===== config.mk =====
export PLATFORM = sky130hd
export DESIGN_NAME = cordic_vectoring
export DESIGN_NICKNAME = d
export VERILOG_FILES = /design/src/rtl/cordic_vectoring.sv
export SDC_FILE = /design/constraint.sdc
export NUM_CORES = 1
export LEC_CHECK = 0
export BUFFER_PORTS_ARGS = -buffer_cell sky130_fd_sc_hd__buf_2
export CAP_MARGIN = 15
export CORE_MARGIN = 2
export CORE_UTILIZATION = 49
export CTS_CLUSTER_SIZE = 40
export DETAILED_ROUTE_END_ITERATION = 10
export PLACE_DENSITY = 0.68
export SYNTH_ARGS = -nofsm -noshare
export SYNTH_HDL_FRONTEND = slang
export SYNTH_SLANG_ARGS = --single-unit

===== constraint.sdc =====
create_clock -name i_clock -period 7.1 [get_ports i_clock]
set_clock_uncertainty 0.05 [all_clocks]
set_input_delay 1.065 -clock i_clock [delete_from_list [all_inputs] [get_ports i_clock]]
set_output_delay 1.065 -clock i_clock [all_outputs]
set_load 0.02 [all_outputs]

===== src/rtl/cordic_vectoring.sv =====
// Iterative vectoring-mode CORDIC: converts a signed Cartesian pair into a
// 32-bit binary angle (2^32 = 360 deg) and an uncompensated magnitude
// (gain ~1.647). One micro-rotation per clock, start/done handshake.
module cordic_vectoring #(
    parameter int SZ   = 16,
    parameter int ITER = 16
) (
    input  logic                 i_clock,
    input  logic                 i_reset,
    input  logic                 i_start,
    input  logic signed [SZ-1:0] i_xin,
    input  logic signed [SZ-1:0] i_yin,
    output logic                 o_busy,
    output logic                 o_done,
    output logic [31:0]          o_angle,
    output logic [SZ:0]          o_magnitude
);

    // Three guard bits cover -2^(SZ-1) negation plus the ~1.647 gain.
    localparam int XW = SZ + 3;
    localparam logic [4:0] LAST = 5'(ITER - 1);
    localparam logic signed [XW-1:0] MAG_MAX = {2'b00, {(SZ+1){1'b1}}};

    typedef enum logic [1:0] {S_IDLE, S_PRE, S_ROT, S_DONE} state_t;

    state_t                r_state;
    logic [4:0]            r_cnt;
    logic signed [SZ-1:0]  r_xin;
    logic signed [SZ-1:0]  r_yin;
    logic signed [XW-1:0]  r_x;
    logic signed [XW-1:0]  r_y;
    logic [31:0]           r_z;
    logic                  r_zero;
    logic                  r_busy;
    logic                  r_done;
    logic [31:0]           r_angle;
    logic [SZ:0]           r_mag;

    logic signed [XW-1:0]  w_xe;
    logic signed [XW-1:0]  w_ye;
    logic signed [XW-1:0]  w_px;
    logic signed [XW-1:0]  w_py;
    logic [31:0]           w_pz;
    logic                  w_zero;
    logic signed [XW-1:0]  w_xs;
    logic signed [XW-1:0]  w_ys;
    logic [31:0]           w_atan;
    logic signed [XW-1:0]  w_xn;
    logic signed [XW-1:0]  w_yn;
    logic [31:0]           w_zn;
    logic [SZ:0]           w_mag;
    logic [31:0]           w_ang;

    // atan(2^-i) scaled so that 2^32 is a full turn, rounded to nearest.
    function automatic logic [31:0] f_atan(input logic [4:0] i);
        logic [31:0] v;
        case (i)
            5'd0:    v = 32'h20000000;
            5'd1:    v = 32'h12E4051E;
            5'd2:    v = 32'h09FB385B;
            5'd3:    v = 32'h051111D4;
            5'd4:    v = 32'h028B0D43;
            5'd5:    v = 32'h0145D7E1;
            5'd6:    v = 32'h00A2F61E;
            5'd7:    v = 32'h00517C55;
            5'd8:    v = 32'h0028BE53;
            5'd9:    v = 32'h00145F2F;
            5'd10:   v = 32'h000A2F98;
            5'd11:   v = 32'h000517CC;
            5'd12:   v = 32'h00028BE6;
            5'd13:   v = 32'h000145F3;
            5'd14:   v = 32'h0000A2FA;
            5'd15:   v = 32'h0000517D;
            5'd16:   v = 32'h000028BE;
            5'd17:   v = 32'h0000145F;
            5'd18:   v = 32'h00000A30;
            5'd19:   v = 32'h00000518;
            5'd20:   v = 32'h0000028C;
            5'd21:   v = 32'h00000146;
            5'd22:   v = 32'h000000A3;
            5'd23:   v = 32'h00000051;
            5'd24:   v = 32'h00000029;
            5'd25:   v = 32'h00000014;
            5'd26:   v = 32'h0000000A;
            5'd27:   v = 32'h00000005;
            5'd28:   v = 32'h00000003;
            5'd29:   v = 32'h00000001;
            5'd30:   v = 32'h00000001;
            default: v = 32'h00000000;
        endcase
        return v;
    endfunction

    assign w_xe   = {{3{r_xin[SZ-1]}}, r_xin};
    assign w_ye   = {{3{r_yin[SZ-1]}}, r_yin};
    assign w_zero = (r_xin == '0) && (r_yin == '0);

    // Pre-rotation folds the left half-plane into the right by +/-90 deg.
    always_comb begin
        w_px = w_xe;
        w_py = w_ye;
        w_pz = 32'h0;
        if (r_xin[SZ-1]) begin
            if (!r_yin[SZ-1]) begin
                w_px = w_ye;
                w_py = -w_xe;
                w_pz = 32'h40000000;
            end else begin
                w_px = -w_ye;
                w_py = w_xe;
                w_pz = 32'hC0000000;
            end
        end
    end

    assign w_xs   = r_x >>> r_cnt;
    assign w_ys   = r_y >>> r_cnt;
    assign w_atan = f_atan(r_cnt);

    // One micro-rotation driving y towards zero; z accumulates the angle.
    always_comb begin
        w_xn = r_x;
        w_yn = r_y;
        w_zn = r_z;
        if (!r_y[XW-1]) begin
            w_xn = r_x + w_ys;
            w_yn = r_y - w_xs;
            w_zn = r_z + w_atan;
        end else begin
            w_xn = r_x - w_ys;
            w_yn = r_y + w_xs;
            w_zn = r_z - w_atan;
        end
    end

    // Result shaping: (0,0) has no defined angle so it reports 0; a negative
    // residual x clamps to 0. The upper clamp cannot trigger for legal inputs.
    always_comb begin
        w_ang = r_zero ? 32'h0 : w_zn;
        w_mag = '0;
        if (r_zero || w_xn[XW-1])
            w_mag = '0;
        else if (w_xn > MAG_MAX)
            w_mag = {(SZ+1){1'b1}};
        else
            w_mag = w_xn[SZ:0];
    end

    // Control FSM and datapath registers.
    always_ff @(posedge i_clock or posedge i_reset) begin
        if (i_reset) begin
            r_state <= S_IDLE;
            r_cnt   <= '0;
            r_xin   <= '0;
            r_yin   <= '0;
            r_x     <= '0;
            r_y     <= '0;
            r_z     <= '0;
            r_zero  <= 1'b0;
            r_busy  <= 1'b0;
            r_done  <= 1'b0;
            r_angle <= '0;
            r_mag   <= '0;
        end else begin
            case (r_state)
                S_IDLE: begin
                    r_done <= 1'b0;
                    if (i_start) begin
                        r_xin   <= i_xin;
                        r_yin   <= i_yin;
                        r_busy  <= 1'b1;
                        r_state <= S_PRE;
                    end
                end
                S_PRE: begin
                    r_x     <= w_px;
                    r_y     <= w_py;
                    r_z     <= w_pz;
                    r_zero  <= w_zero;
                    r_cnt   <= '0;
                    r_state <= S_ROT;
                end
                S_ROT: begin
                    r_x <= w_xn;
                    r_y <= w_yn;
                    r_z <= w_zn;
                    if (r_cnt == LAST) begin
                        r_angle <= w_ang;
                        r_mag   <= w_mag;
                        r_done  <= 1'b1;
                        r_state <= S_DONE;
                    end else begin
                        r_cnt <= r_cnt + 5'd1;
                    end
                end
                S_DONE: begin
                    r_done  <= 1'b0;
                    r_busy  <= 1'b0;
                    r_state <= S_IDLE;
                end
                default: r_state <= S_IDLE;
            endcase
        end
    end

    assign o_busy      = r_busy;
    assign o_done      = r_done;
    assign o_angle     = r_angle;
    assign o_magnitude = r_mag;

endmodule

==> reports/results.ini, run 1 <==
[yosys]
ys_warn_count = 0
yosys_register_bits = 161
synth_edf_count = 0
synthXorXnorAreaFrac_pct = 8.00
synth_cells = 1740
async_reset_ff_share_pct = 100
syn-cell-area_um2 = 14800
ys_types = 93
ys_top_cells_by_count = nor2_1, dfrtp_1, a21oi_1
synth_top_family_by_area = compound AO/OA/AOI/OAI gates
yosys.area.top_type = dfrtp_1
post-synth-top-count-cell = nor2_1
synthTopCellsByArea = dfrtp_1, ha_1, a21oi_1, nor2_1, xnor2_1
synth-seq-area-share_pct = 27.2
synth_compound_area_share_pct = 24.7
synth-adder-area-share_pct = 7.40
syn-num-nets = 1861
synth.area.mux_share_pct = 11.3
synthSimpleGateAreaFrac_pct = 16.1
ys.flop_type = dfrtp_1
synth_top_area_share_pct = 27.2
avgSynthCellArea_um2 = 8.53

[detailed_routing]
drc = 1
ant_nets = 0
dr.first_iter.drc_count = 1000
drtPass1Iterations = 9
viasPerCell = 6.24
wirelength_mm = 44.2
vias = 13500
wire_per_inst_um = 20.4

[min_path]
min_to = o_magnitude[2]$_DFFE_PP0P_
hold_class = flip-flop to flip-flop
hold_start = o_magnitude[2]$_DFFE_PP0P_
hold_depth = 2

[sta]
fin_setup_tns_ps = 0
period_minus_slack_ps = 6660
min_period_over_period_pct = 93.8
holdWs_ps = 422
hold_viol_final = 0
worst_pin_slew_ps = 1090
rsz0062_at_grt = no
finalSetupViolations = 0
finalMaxSlewViolations = 0
clock.fmax_mhz = 150
slew-limit-headroom_pct = 27.4

[layout]
nNetsFinal = 1879
multi_input_area_um2 = 10000
postLayoutCellArea_um2 = 16000
seq_area_um2 = 4040
insertedDiodeCount = 0
fillers = 2788
drive_above_1_share_pct = 14.8
syn2layout_area_growth_pct = 7.84
final_util_pct = 53.8

[setup_path]
cp_cell_sequence = buf_4, ha_1, nand2_1, a21o_1, a31oi_1, nor4bb_1, and2_1, and4_1, nor2_4, xor2_1, ha_1, a2111oi_0, o211ai_1, a211oi_1, or3_1, a21oi_1, a41o_1, a31oi_1, xor2_1, nor2_1, o22a_1
path_class = flip-flop to flip-flop
max_stage_delay_ps = 800
cp_max_fo = 49
r2r_end = r_z[30]$_DFFE_PP0P_
cp-start-kind = flip-flop
cp_top_family = compound AO/OA/AOI/OAI gates
cp_slowest_cell = dfrtp_2
rr_worst_depth = 21
arrival_ps = 6940
critical_path_buf_inv_count = 1
cp-end-kind = flip-flop
timing.rr.start = r_cnt[1]$_DFFE_PP0P_
r2r_slack_ps = 440
cp.required_ps = 7370

[floorplan]
core_area_um2 = 29700
rows = 63
fp.dieH_um = 178
io_pins = 86
start_util_pct = 49.9
die_area_um2 = 31700
die_w_um = 178

[clocking]
cts_sinks = 161
clk_pin_slew_ps = 70
cts_tree = yes
holdBufCountCts = 0
clock_latency_ps = 450
cts-htree-levels = 4
cts_resized = 0
clockBufferDepth = 2
cts_buffers = 17
cts-root-buf = clkbuf_16
postCtsSetupBuffers = 0

[place]
gp_congestion = 0.979
io_buffer_count = 85
dpl-instance-area_um2 = 15400
hpwlAfterDp_mm = 32.7

[global_route]
grt_pass1_vias = 12900
track_usage_pct = 28.2
grt_max_degree = 92
grt_antenna_before_repair = 0
grt_pass1_wl_mm = 70.4
overflow = 0

[outcome]
violations = DRC
outcome = finished, violations left

[flow_run]
maxCapViolCount = 0

[cell families after synthesis]
group           count (synthesis)
xor+xnor                      134
mux                           126
compound gates                559
simple gates                  508
flops                         161
fa+ha+maj                      86
buf+inv                       166
[flip-flops by register name (all words and copies together), names as in the netlist]
| name | count |
|---|---|
| r_x | 19 |
| r_cnt | 5 |
| r_state | 2 |
| r_zero | 1 |
| r_z | 32 |
| o_magnitude | 17 |
| r_yin | 16 |
| o_angle | 32 |
| o_busy | 1 |
| o_done | 1 |
| r_y | 19 |
| r_xin | 16 |
[worst max-delay path by stage]
stage                                     from                     end  cells past startpoint
after floorplan                        i_reset  o_angle[0]$_DFFE_PP0P_                      1
after global placement    r_cnt[1]$_DFFE_PP0P_     r_z[30]$_DFFE_PP0P_                     21
after detailed placement  r_cnt[1]$_DFFE_PP0P_     r_z[30]$_DFFE_PP0P_                     21
after CTS                 r_cnt[1]$_DFFE_PP0P_     r_z[30]$_DFFE_PP0P_                     21
after global routing      r_cnt[1]$_DFFE_PP0P_     r_z[30]$_DFFE_PP0P_                     21
final                     r_cnt[1]$_DFFE_PP0P_     r_z[30]$_DFFE_PP0P_                     21
[per-stage QoR]
stage	instances	setup slack, ps
detailed placement	2129	518
finish	2161	437
floorplan	1740	1640
global route	2161	59.9
global placement	2129	567
CTS	2161	466
[cell type report]
type                    count  share of cell area [%]
inverters                  51                    1.23
flip-flops and latches    161                    25.2
clock buffers              20                    2.85
repair buffers            114                    4.02
clock inverters            12                   0.899
well taps                 390                    3.05
multi-input cells        1413                    62.7
[routing by layer]
metal	track usage (%)	share of wire [%]	vias to the layer above
met3	4.35	6.0	99
met2	48.4	49	479
met4	12.7	4.3	0
met5	0	0	-
met1	35.1	41	6494
li1	-	-	6423
[cell usage in the layout (no fill, tap or decap), types with 10 or more instances in the layout]
master,n
inv_1,48
mux4_2,22
o2bb2ai_1,16
a31oi_1,25
o22ai_1,13
clkbuf_16,17
and3_1,14
nand2_1,146
and2_1,14
a21o_1,28
buf_4,29
a211oi_1,46
nand3_1,21
o21ai_0,117
or3_1,13
o21bai_1,10
o21ai_2,10
xnor2_1,73
mux2i_1,51
buf_2,85
nor2_1,175
a21oi_1,151
nand2b_1,18
xor2_1,60
o31ai_1,11
nor2b_1,28
ha_1,81
nor3_1,23
or2_2,10
a22o_1,33
dfrtp_1,156
mux2_2,46
[tightest hold or removal path, stage by stage (launching register included)]
cell and delay [ps]:
dfrtp_1 340, nand2_1 60, o21ai_2 50
Power of run 1 is not shown: default switching activity piles up to over one toggle a cycle in this logic, so the estimate is an artifact.
==> run 2: changes to the inputs <==
--- a/config.mk
+++ b/config.mk
@@ -11,6 +11,7 @@
 export CORE_UTILIZATION = 49
 export CTS_CLUSTER_SIZE = 40
 export DETAILED_ROUTE_END_ITERATION = 10
+export MAX_ROUTING_LAYER = met4
 export PLACE_DENSITY = 0.68
 export SYNTH_ARGS = -nofsm -noshare
 export SYNTH_HDL_FRONTEND = slang
==> reports/results.ini, run 2 (synthesized netlist as in run 1, its figures left out) <==
[floorplan]
fp.dieH_um = 178  ; unchanged
io_pins = 86  ; unchanged
rows = 63  ; unchanged
die_w_um = 178  ; unchanged
start_util_pct = 49.9  ; unchanged
die_area_um2 = 31700  ; unchanged
core_area_um2 = 29700  ; unchanged

[detailed_routing]
wire_per_inst_um = 20.6  ; +0.70%
viasPerCell = 6.28  ; +0.52%
dr.first_iter.drc_count = 1169  ; +17%
drtPass1Iterations = 6  ; -3
vias = 13600  ; +0.66%
drc = 0  ; -1
ant_nets = 0  ; unchanged
wirelength_mm = 44.5  ; +0.84%

[place]
gp_congestion = 0.959  ; -2.1%
place_inst = 2132  ; +0.14%
dpl-instance-area_um2 = 15400  ; +0.15%
io_buffer_count = 85  ; unchanged
hpwlAfterDp_mm = 32.9  ; +0.39%

[clocking]
cts-htree-levels = 4  ; unchanged
cts_tree = yes
cts-root-buf = clkbuf_16
cts_resized = 0  ; unchanged
clk_pin_slew_ps = 70  ; about the same
clock_latency_ps = 440  ; about the same
cts_sinks = 161  ; unchanged
clockBufferDepth = 2  ; unchanged
postCtsSetupBuffers = 0  ; unchanged
cts_buffers = 17  ; unchanged
holdBufCountCts = 0  ; unchanged

[setup_path]
arrival_ps = 6800  ; -140 ps
cp-end-kind = flip-flop
cp_slowest_cell = a2111oi_0
cp_cell_sequence = inv_1, ha_1, mux2_2, nand2_1, a31o_2, nor4bb_1, and2_1, and4_1, nor2_4, xor2_1, ha_1, a2111oi_0, o211ai_1, a211oi_1, or3_1, a21oi_1, a41o_1, a31oi_1, xor2_1, nor2_1, o22a_1
cp.required_ps = 7380  ; about the same
rr_worst_depth = 21  ; unchanged
r2r_end = r_z[30]$_DFFE_PP0P_
r2r_slack_ps = 580  ; +140 ps
timing.rr.start = r_cnt[1]$_DFFE_PP0P_
cp-start-kind = flip-flop
max_stage_delay_ps = 760  ; -40 ps
path_class = flip-flop to flip-flop
cp_max_fo = 27  ; -45%

[layout]
nNetsFinal = 1882  ; +0.16%
seq_area_um2 = 4040  ; unchanged
finalNonFillerCells = 2164  ; +0.14%
postLayoutCellArea_um2 = 16000  ; +0.10%
fillers = 2777  ; -0.39%
drive_above_1_share_pct = 15.0  ; +0.20 points
final_common_cell = nor2_1
insertedDiodeCount = 0  ; unchanged
syn2layout_area_growth_pct = 7.95
multi_input_area_um2 = 10000  ; unchanged
final_cell_mix = nor2_1, dfrtp_1, a21oi_1

[sta]
slew-limit-headroom_pct = 27.4  ; about the same
finalSetupViolations = 0  ; unchanged
rsz0062_at_grt = no
clock.fmax_mhz = 153  ; +2.1%
min_period_over_period_pct = 91.9  ; -1.9 points
period_minus_slack_ps = 6520  ; -138 ps
hold_viol_final = 0  ; unchanged
worst_pin_slew_ps = 1090  ; +0.130 ps
finalMaxSlewViolations = 0  ; unchanged
fin_setup_tns_ps = 0  ; unchanged

[global_route]
track_usage_pct = 29.3  ; +1.1 points
grt_pass1_wl_mm = 70.8  ; +0.65%
grt_antenna_before_repair = 0  ; unchanged
grt_pass1_vias = 13000  ; +0.60%
grt_max_degree = 92  ; unchanged
overflow = 0  ; unchanged

[flow_run]
maxCapViolCount = 0  ; unchanged

[outcome]
outcome = completed

[min_path]
hold_start = o_magnitude[2]$_DFFE_PP0P_
hold_depth = 2  ; unchanged
min_to = o_magnitude[2]$_DFFE_PP0P_
hold_class = flip-flop to flip-flop

run 2: worst max-delay path by stage:
stage | startpoint | endpoint | slack, ps | cells after the start
3_3_place_gp | r_cnt[1]$_DFFE_PP0P_ | r_z[30]$_DFFE_PP0P_ | 750 | 21
2_1_floorplan | i_reset | o_angle[0]$_DFFE_PP0P_ | 1640 | 1
6_report | r_cnt[1]$_DFFE_PP0P_ | r_z[30]$_DFFE_PP0P_ | 580 | 21
3_5_place_dp | r_cnt[1]$_DFFE_PP0P_ | r_z[30]$_DFFE_PP0P_ | 660 | 21
5_1_grt | r_cnt[1]$_DFFE_PP0P_ | r_z[30]$_DFFE_PP0P_ | 180 | 21
4_1_cts | r_cnt[1]$_DFFE_PP0P_ | r_z[30]$_DFFE_PP0P_ | 650 | 21
run 2: area by class of cell:
| class | instances | area share, % |
|---|---|---|
| multi-input cells | 1413 | 62.7 |
| repair buffers | 117 | 4.16 |
| flip-flops and latches | 161 | 25.2 |
| inverters | 51 | 1.23 |
| clock buffers | 19 | 2.83 |
| well taps | 390 | 3.05 |
| clock inverters | 13 | 0.883 |
run 2: routing by layer:
layer  global-route usage [%]  part of all wire [%]  up-vias
li1                         -                     -     6427
met1                     35.0                    41     6538
met2                     48.2                    48      516
met3                     4.28                   5.9      103
met4                     14.9                   5.2        0
met5                        -                     0        -
run 2: worst max-delay path: cells and delay by family (launching register included):
| kind | cells | cell delay, ps |
|---|---|---|
| XOR/XNOR | 2 | 450 |
| AO/OA/AOI/OAI | 8 | 2470 |
| AND/OR/NAND/NOR | 7 | 1270 |
| multiplexers | 1 | 320 |
| adder cells (fa/ha/maj) | 2 | 840 |
| flip-flops | 1 | 730 |
| buffers and inverters | 1 | 240 |
run 2: through the flow:
step | setup WS [ps] | util, % | hold WS, ps
after floorplan | 1640 | - | 411
after global placement | 750 | 51.9 | 408
after detailed placement | 663 | 51.9 | 409
after CTS | 648 | 53.9 | 425
after global routing | 176 | 53.9 | 457
final | 576 | 53.9 | 424
Power of run 2 is left out for the same reason.
